--- src/rtl/valid_pipe.sv ---
// valid_pipe: DELAY-stage valid/data pipe with ready/valid backpressure and bubble collapsing.
// Optional macro VALID_PIPE_DATA_RESET_EN clears data registers on reset/flush.
module valid_pipe #(
    parameter int DELAY = 1,
    parameter int WIDTH = 16,
    parameter int CW    = $clog2(DELAY + 1)
) (
    input  logic             clk,
    input  logic             reset,
    input  logic             flush,
    input  logic             i_valid,
    output logic             i_ready,
    input  logic [WIDTH-1:0] i_data,
    output logic             o_valid,
    input  logic             o_ready,
    output logic [WIDTH-1:0] o_data,
    output logic [CW-1:0]    count
);

    if (DELAY < 1) begin : g_bad_delay
        $error("valid_pipe: DELAY must be at least 1");
    end

    logic             vld_p  [DELAY];
    logic [WIDTH-1:0] data_p [DELAY];
    logic [DELAY-1:0] load;
    logic             in_fire;
    logic             out_fire;

    // A stage can load unless it and every stage after it are full with the consumer stalled.
    always_comb begin : advance_chain
        logic tail_full;
        tail_full = 1'b1;
        load      = '0;
        for (int k = DELAY - 1; k >= 0; k--) begin
            tail_full = tail_full & vld_p[k];
            load[k]   = o_ready | ~tail_full;
        end
    end

    assign i_ready  = load[0] & ~flush & ~reset;
    assign in_fire  = i_valid & i_ready;
    assign out_fire = vld_p[DELAY-1] & o_ready;
    assign o_valid  = vld_p[DELAY-1];
    assign o_data   = data_p[DELAY-1];

    for (genvar k = 0; k < DELAY; k++) begin : g_stage
        logic             vld_in;
        logic [WIDTH-1:0] data_in;

        if (k == 0) begin : g_head
            assign vld_in  = in_fire;
            assign data_in = i_data;
        end else begin : g_body
            assign vld_in  = vld_p[k-1];
            assign data_in = data_p[k-1];
        end

        // stage k boundary
        always_ff @(posedge clk) begin
            if (reset || flush) begin
                vld_p[k] <= 1'b0;
            end else if (load[k]) begin
                vld_p[k] <= vld_in;
            end
        end

`ifdef VALID_PIPE_DATA_RESET_EN
        always_ff @(posedge clk) begin
            if (reset || flush) begin
                data_p[k] <= '0;
            end else if (load[k]) begin
                data_p[k] <= data_in;
            end
        end
`else
        always_ff @(posedge clk) begin
            if (load[k]) begin
                data_p[k] <= data_in;
            end
        end
`endif
    end

    always_ff @(posedge clk) begin
        if (reset || flush) begin
            count <= '0;
        end else if (in_fire && !out_fire) begin
            count <= count + CW'(1);
        end else if (!in_fire && out_fire) begin
            count <= count - CW'(1);
        end
    end

endmodule

--- config.mk ---
export PLATFORM = sky130hd
export DESIGN_NAME = valid_pipe
export DESIGN_NICKNAME = d
export VERILOG_FILES = /design/src/rtl/valid_pipe.sv
export SDC_FILE = /design/constraint.sdc
export NUM_CORES = 1
export LEC_CHECK = 0
export CORE_MARGIN = 3
export CORE_UTILIZATION = 30
export CTS_BUF_LIST = sky130_fd_sc_hd__clkbuf_16
export CTS_CLUSTER_SIZE = 8
export DETAILED_ROUTE_END_ITERATION = 10
export GPL_TIMING_DRIVEN = 1
export PLACE_DENSITY = 0.72
export SYNTH_ARGS = -nofsm -noshare
export SYNTH_HDL_FRONTEND = slang
export SYNTH_SLANG_ARGS = --single-unit
export TNS_END_PERCENT = 10
--- constraint.sdc ---
create_clock -name clk -period 1 [get_ports clk]
set_input_delay 0.2 -clock clk [delete_from_list [all_inputs] [get_ports clk]]
set_output_delay 0.2 -clock clk [all_outputs]
set_load 0.05 [all_outputs]
* After elaboration in Yosys (flattened, before gate mapping)
Memories as Yosys holds them, arrays and structs flattened. Index checks and enable logic that the tools add are counted.
Cells by class: add/sub/neg operators 2, muxes and demuxes 10, bitwise operators 8, reductions and logical operators 7
Operator list (number):
- 1-bit 2-to-1 mux | 10
- 1-bit bitwise AND | 4
- 1-bit inverter | 3
- 1-bit logical AND | 2
- 1-bit logical NOT | 2
- 2-bit nonzero test | 1
- 1-bit adder, second input constant | 1
- 1-bit logical OR | 1
- 1-bit bitwise OR | 1
- 1-bit OR reduction | 1
- 1-bit subtractor, second input constant | 1
Storage, ports and cells: bits in registers 1, RAM bits 17, word-level logic and storage cells 30, memories kept 2
Memories:
- data_p | words 1, bits a word 16, rd ports 1, clocked after memory_dff 0, wr ports 1, RTL line 25 | logic [WIDTH-1:0] data_p [DELAY];
- vld_p | words 1, bits a word 1, rd ports 1, clocked after memory_dff 0, wr ports 1, RTL line 24 | logic vld_p [DELAY];

* Logic depth before layout (Yosys ltp)
Gate-level depths: netlist of the first run.
depth after elaboration 9, mapped depth 3, gate-level depth less buffers 3

* Worst setup path before layout of the first run
OpenSTA, ideal clock, no wires.
path kind flip-flop to output port, start mem vld_p[0], end out i_ready, arrival time 1.947 ns, setup slack -1.147 ns, cell stages (with the launch flop) 3, cell sequence edfxtp_1 > and2b_1 > nor3_1
Between the ends: cells in the longest elaborated chain, start to end 5
RTL lines:
- start: declaration | RTL line 24
- memory read 1 x 1 bit
- 1-bit inverter | RTL line 37 | load[k] = o_ready | ~tail_full;
- 1-bit bitwise OR | RTL line 37
- 1-bit bitwise AND (2 in series) | RTL line 41 | assign i_ready = load[0] & ~flush & ~reset;
- end: declaration | RTL line 12 | output logic i_ready,
Every way passes these cells.

* Worst setup path after layout of the first run
Same ends and word-level chain as after synthesis.

==> flow_summary.yaml, run 1 <==
outcome:
  status: "complete, but fails checks"
  violations: "negative setup slack"
worst_setup_path:
  cp_top_family: "flip-flops"
  worstPathCellList: "and2b_2, buf_6, nor3_4, buf_12"
  critical-path-max-stage-delay_ns: 0.37
  reg2reg_depth: 5
  cp.required_ns: 0.80
  critPathLaunchType: "register"
  end_kind: "output pin"
  slowest_stage: "edfxtp_1"
  path_class: "register to output pin"
  reg2reg_from: "vld_p[0]$_DFFE_PP_"
  path_max_fanout: 2
  arrival_ns: 1.27
  reg2reg_slack_ns: -0.24
  path_buf_inv: 2
  reg2reg_to: "count$_SDFFE_PP0P_"
grt:
  overflow: 0
  grt_pass1_vias: 463
  antenna_found_initial: 0
  grtUsageTotal: 0.148
  grt_pass1_wl_mm: 2.49
  grt_max_degree: 13
route:
  routed_wl_mm: 1.70
  detail_route.vias_per_cell: 4.48
  antenna_left: 0
  first_pass_iters: 4
  vias: 470
  drc_errors: 0
  wire_per_inst_um: 16.2
  drt-initial-drc-count: 4
logic_synthesis:
  yosysTopAreaCell: "edfxtp_1"
  synth.distinct_cells: 12
  synth.yosys.seq_area_share: 0.895
  synth_xor_area_frac: 0
  syn_area_um2: 593
  synthAdderAreaFrac: 0
  synth_seq_cells: 18
  synth_top_family_by_area: "simple AND/OR/NAND/NOR gates"
  yosys.area_share.simple: 0.0781
  avgSynthCellArea_um2: 20.5
  ys_top_cells_by_area: "edfxtp_1 86%, dfxtp_1 3.4%, and3_1 2.1%"
  synthMuxAreaShare: 0
  syn-instance-count: 29
  synth_top_cell_area_share: 0.861
  synth_compound_area_frac: 0.0211
  yosysWarnings: 0
  synth_nets: 50
floorplan:
  chipHeight_um: 50.5
  ios: 40
  dieArea_um2: 2550
  core_area_um2: 1800
  start_util: 0.329
  num_rows: 15
  die_w_um: 50.5
clocking:
  postCtsHoldBufs: 0
  cts_sinks: 18
  cts_htree_levels: 1
  cts_buffers: 3
  clkLatencyLatePin_ns: 0.25
  clock_path_buffers: 2
  cts_root_buffer: "clkbuf_16"
  cts_tree: "done"
  path_clk_slew_ns: 0.05
pwr:
  irDropWorstVdd_uv: 1420
  power_leakage_uw: 0.000579
  power.density_nw_per_um2: 1580
  p_total_uw: 2230
worst_hold_path:
  min_path_cells: 1
  min_to: "data_p[0][8]$_DFFE_PP_"
  worstHoldPathType: "input port to register"
  holdCritStartpoint: "i_data[8]"
timing:
  holdWs_ns: 0.503
  clock_skew_ns: 0.00116
  setup_ws_ns: -0.468
  fin_crit_ns: 1.47
  fin_crit_sh: 1.47
  setup_viol: 37
  max_freq_mhz: 681
  rsz0062_at_grt: "yes"
  fin_setup_tns_ns: -5.02
  relSlewSlack: 0.874
  drv_slew: 0
  tightest_slew_ns: 0.189
  hold_viol_final: 0
layout:
  nets: 102
  syn_to_final_growth_pct: 138
  antenna_cells: 0
  post_route_cells_drive_above_1_share: 0.450
  finalNonFillerCells: 105
placement:
  dp.cells: 98
  portBuffers: 39
  gp_congestion: 0.730
flow_run:
  cap_violations: 0
==> registers in the layout, summed over array words and instances (netlist names) <==
signal  count
count       1
data_p     16
vld_p       1
==> routing by layer <==
layer / up-vias / GRT usage / routed length, µm
met1: 228 / 0.150 / 650
met2: 27 / 0.239 / 837
li1: 212 / - / -
met5: - / 0 / 0
met4: 0 / 0.0673 / 26
met3: 3 / 0.0920 / 185
==> cells by family after synthesis <==
family | Yosys count
buffers and inverters | 1
DFF | 18
AOI/OAI and AO/OA | 2
and+or+nand+nor | 8
==> how the worst max path moves through the flow <==
| stage | from | to | slack (ns) | cells after the start |
|---|---|---|---|---|
| after global placement | o_ready | i_ready | -0.51 | 5 |
| after CTS | vld_p[0]$_DFFE_PP_ | i_ready | -0.50 | 4 |
| final | vld_p[0]$_DFFE_PP_ | i_ready | -0.47 | 4 |
| after floorplan | vld_p[0]$_DFFE_PP_ | i_ready | -0.53 | 2 |
| after global routing | vld_p[0]$_DFFE_PP_ | i_ready | -0.51 | 4 |
| after detailed placement | o_ready | i_ready | -0.57 | 5 |
==> final cells by class <==
class	count	area (µm²)
multi-input cells	10	83.8
clock buffers	3	75.1
clock inverters	1	3.75
repair buffers	47	677
fillers	116	390
flip-flops and latches	18	532
well taps	25	31.3
inverters	1	8.76
==> cell usage in the layout (no fill, tap or decap), types with 2 or more instances in the layout <==
cell type,instances
buf_12,20
buf_6,2
clkbuf_16,4
edfxtp_1,17
buf_4,4
clkdlybuf4s50_1,19
==> report_power, final <==
group / leakage (µW) / switching (µW) / internal [µW]
combinational: 0.000348 / 236 / 281
clock: 0.0000423 / 264 / 531
sequential: 0.000188 / 38.5 / 879
==> cell usage after synthesis <==
master	number
and2b_1	1
a21oi_1	1
nor2_1	1
and3_1	2
nand3b_1	1
nand2b_1	1
nor3_1	1
nand2_1	1
inv_2	1
o21a_1	1
edfxtp_1	17
dfxtp_1	1
==> what timing repair did <==
item                                   in CTS  in global routing
endpoints found under the hold margin       0                  0
gates resized for setup                     5                  4
setup buffers                               1                  2
pin swaps                                   1                  1
cloned                                      0                  1
setup endpoints to repair                  37                 38
==> metrics by stage <==
stage / area, µm² / utilization / setup slack [ns]
floorplan: 604 / - / -0.531
global placement: 1270 / 0.703 / -0.508
detailed placement: 1270 / 0.703 / -0.573
CTS: 1370 / 0.758 / -0.504
global route: 1410 / 0.783 / -0.507
finish: 1410 / 0.783 / -0.468
(Power assumes the default switching activity.)
==> run 2: changes to the inputs <==
--- a/config.mk
+++ b/config.mk
@@ -10,7 +10,7 @@
 export CTS_BUF_LIST = sky130_fd_sc_hd__clkbuf_16
 export CTS_CLUSTER_SIZE = 8
 export DETAILED_ROUTE_END_ITERATION = 10
-export GPL_TIMING_DRIVEN = 1
+export GPL_TIMING_DRIVEN = 0
 export PLACE_DENSITY = 0.72
 export SYNTH_ARGS = -nofsm -noshare
 export SYNTH_HDL_FRONTEND = slang
==> constraint.sdc (replaced) <==
create_clock -name clk -period 1.3 [get_ports clk]
set_input_delay 0.26 -clock clk [delete_from_list [all_inputs] [get_ports clk]]
set_output_delay 0.26 -clock clk [all_outputs]
set_load 0.05 [all_outputs]
==> run 2 against run 1 <==
Largest cell class is now sequential cells. Sequential share of layout area increased by 8.8 points. Combinational power decreased by 45%. Non-clock buffer count decreased by 6. Cell count decreased by 5.7%. Sequential cell count unchanged. The flow still finishes with violations (negative setup slack). First-iteration DRC count increased to 3.0 times the previous value.
==> flow_summary.yaml, run 2 (same netlist as run 1, synthesis figures left out) <==
route:
  drc_errors: 0
  dr_wl_met2_um: 609
  met3WireLength_um: 165
  detail_route.vias_per_cell: 4.20
  routed_wl_mm: 1.33
  wire_per_inst_um: 13.4
  routedLengthMet1_um: 552
  antenna_left: 0
  first_pass_iters: 4
  top_layer: "met3"
  vias: 416
  drt-initial-drc-count: 12
floorplan:
  die_w_um: 50.5
  ios: 40
  chipHeight_um: 50.5
  start_util: 0.329
  num_rows: 15
  dieArea_um2: 2550
  core_area_um2: 1800
layout:
  regArea_um2: 531
  regMostFlops: "data_p"
  syn_to_final_growth_pct: 92.4
  layout_commonest_cell: "clkdlybuf4s50_1"
  nets: 96
  num-fill-cells: 146
  antenna_cells: 0
  largest_reg_flops: 16
  layout_common_cells: "19 x clkdlybuf4s50_1, 17 x edfxtp_1, 17 x clkdlybuf4s15_2"
  multi_input_area_um2: 71.3
  post-route-util: 0.633
  post_route_cells_drive_above_1_share: 0.351
  reg.largest.list: "data_p x16, count x1, vld_p x1"
pwr:
  power_leakage_uw: 0.000443
  irDropWorstVdd_uv: 964
  p_total_uw: 1560
  power.density_nw_per_um2: 1370
timing:
  clock_skew_ns: 0.00365
  hold_viol_final: 0
  setup_ws_ns: -0.145
  drv_slew: 0
  max_freq_mhz: 692
  setup_viol: 2
  tightest_slew_ns: 0.496
  fin_crit_ns: 1.44
  rsz0062_at_grt: "yes"
  relSlewSlack: 0.670
  fin_crit_sh: 1.11
worst_setup_path:
  arrival_ns: 1.18
  path_buf_inv: 1
  cp_top_family: "flip-flops"
  reg2reg_to: "count$_SDFFE_PP0P_"
  reg2reg_from: "vld_p[0]$_DFFE_PP_"
  cp_num_cells: 3
  path_max_fanout: 3
  critPathLaunchType: "register"
  slowest_stage: "edfxtp_1"
  path_class: "register to output pin"
  worstPathCellList: "and2b_2, nor3_4, buf_6"
  cp.required_ns: 1.04
  endpoint: "i_ready"
  cp-startpoint: "vld_p[0]$_DFFE_PP_"
  reg2reg_slack_ns: 0.03
  reg2reg_depth: 5
  critical-path-max-stage-delay_ns: 0.40
  end_kind: "output pin"
grt:
  grt_pass1_vias: 378
  grtUsageTotal: 0.104
  overflow: 0
  grt_pass1_wl_mm: 1.90
  antenna_found_initial: 0
  grt_max_degree: 18
outcome:
  violations: "negative setup slack"
  status: "complete, but fails checks"
clocking:
  path_clk_slew_ns: 0.05
  cts_tree: "done"
  cts_root_buffer: "clkbuf_16"
  cts_sinks: 18
  cts_htree_levels: 1
  clock_path_buffers: 2
  cts_buffers: 3
  postCtsHoldBufs: 0
  clkLatencyLatePin_ns: 0.24
placement:
  portBuffers: 39
  place_hpwl_um: 995
  dp_worst_setup_slack_ns: -0.852
  gp_congestion: 0.683
flow_run:
  cap_violations: 0
worst_hold_path:
  worstHoldPathType: "register to register"
==> run 2: area by class of cell <==
cell class                 instances  area share
multi-input combinational         10      0.0625
inverter                           1     0.00329
clock buffer                       3      0.0658
sequential                        18       0.465
tap                               25      0.0274
timing repair buffer              41       0.373
clock inverter                     1     0.00329
==> run 2: metrics by stage <==
step	hold slack, ns	instance area (µm²)	std cells	setup TNS [ns]
floorplan	0.359	604	29	-3.03
finish	0.565	1140	99	-0.249
global route	0.572	1140	99	-0.707
detailed placement	0.549	1030	93	-7.23
global placement	0.544	1030	93	-7.00
CTS	0.565	1130	98	-0.309
==> run 2: power breakdown <==
part / total, µW / internal, µW / switching [µW] / leakage, µW
clock: 592 / 407 / 185 / 0.0000385
sequential: 684 / 674 / 9.77 / 0.000188
combinational: 282 / 111 / 171 / 0.000216
total: 1560 / 1190 / 365 / 0.000443
==> run 2: how the worst min path moves through the flow <==
stage | endpoint | start | slack [ns] | cells after the start
6_report | count$_SDFFE_PP0P_ | count$_SDFFE_PP0P_ | 0.56 | 2
5_1_grt | data_p[0][8]$_DFFE_PP_ | i_data[8] | 0.57 | 1
4_1_cts | count$_SDFFE_PP0P_ | count$_SDFFE_PP0P_ | 0.56 | 2
3_5_place_dp | count$_SDFFE_PP0P_ | count$_SDFFE_PP0P_ | 0.55 | 2
3_3_place_gp | count$_SDFFE_PP0P_ | count$_SDFFE_PP0P_ | 0.54 | 2
2_1_floorplan | data_p[0][0]$_DFFE_PP_ | i_data[0] | 0.36 | 0
==> run 2: per-layer routing <==
layer	vias to the layer above	global-route usage
li1	201	-
met1	186	0.123
met3	0	0.0504
met5	-	0
met2	29	0.167
met4	0	0.0269
==> run 2: worst min-delay path: cells and delay by family (launching register included) <==
family | cells | cell delay [ns]
AOI/OAI and AO/OA | 2 | 0.22
DFF | 1 | 0.32
==> run 2: what timing repair did <==
item,CTS,global route
gates resized for setup,61,0
endpoints found under the hold margin,0,0
setup endpoints to repair,36,19
setup buffers,1,1
pin swaps,1,1
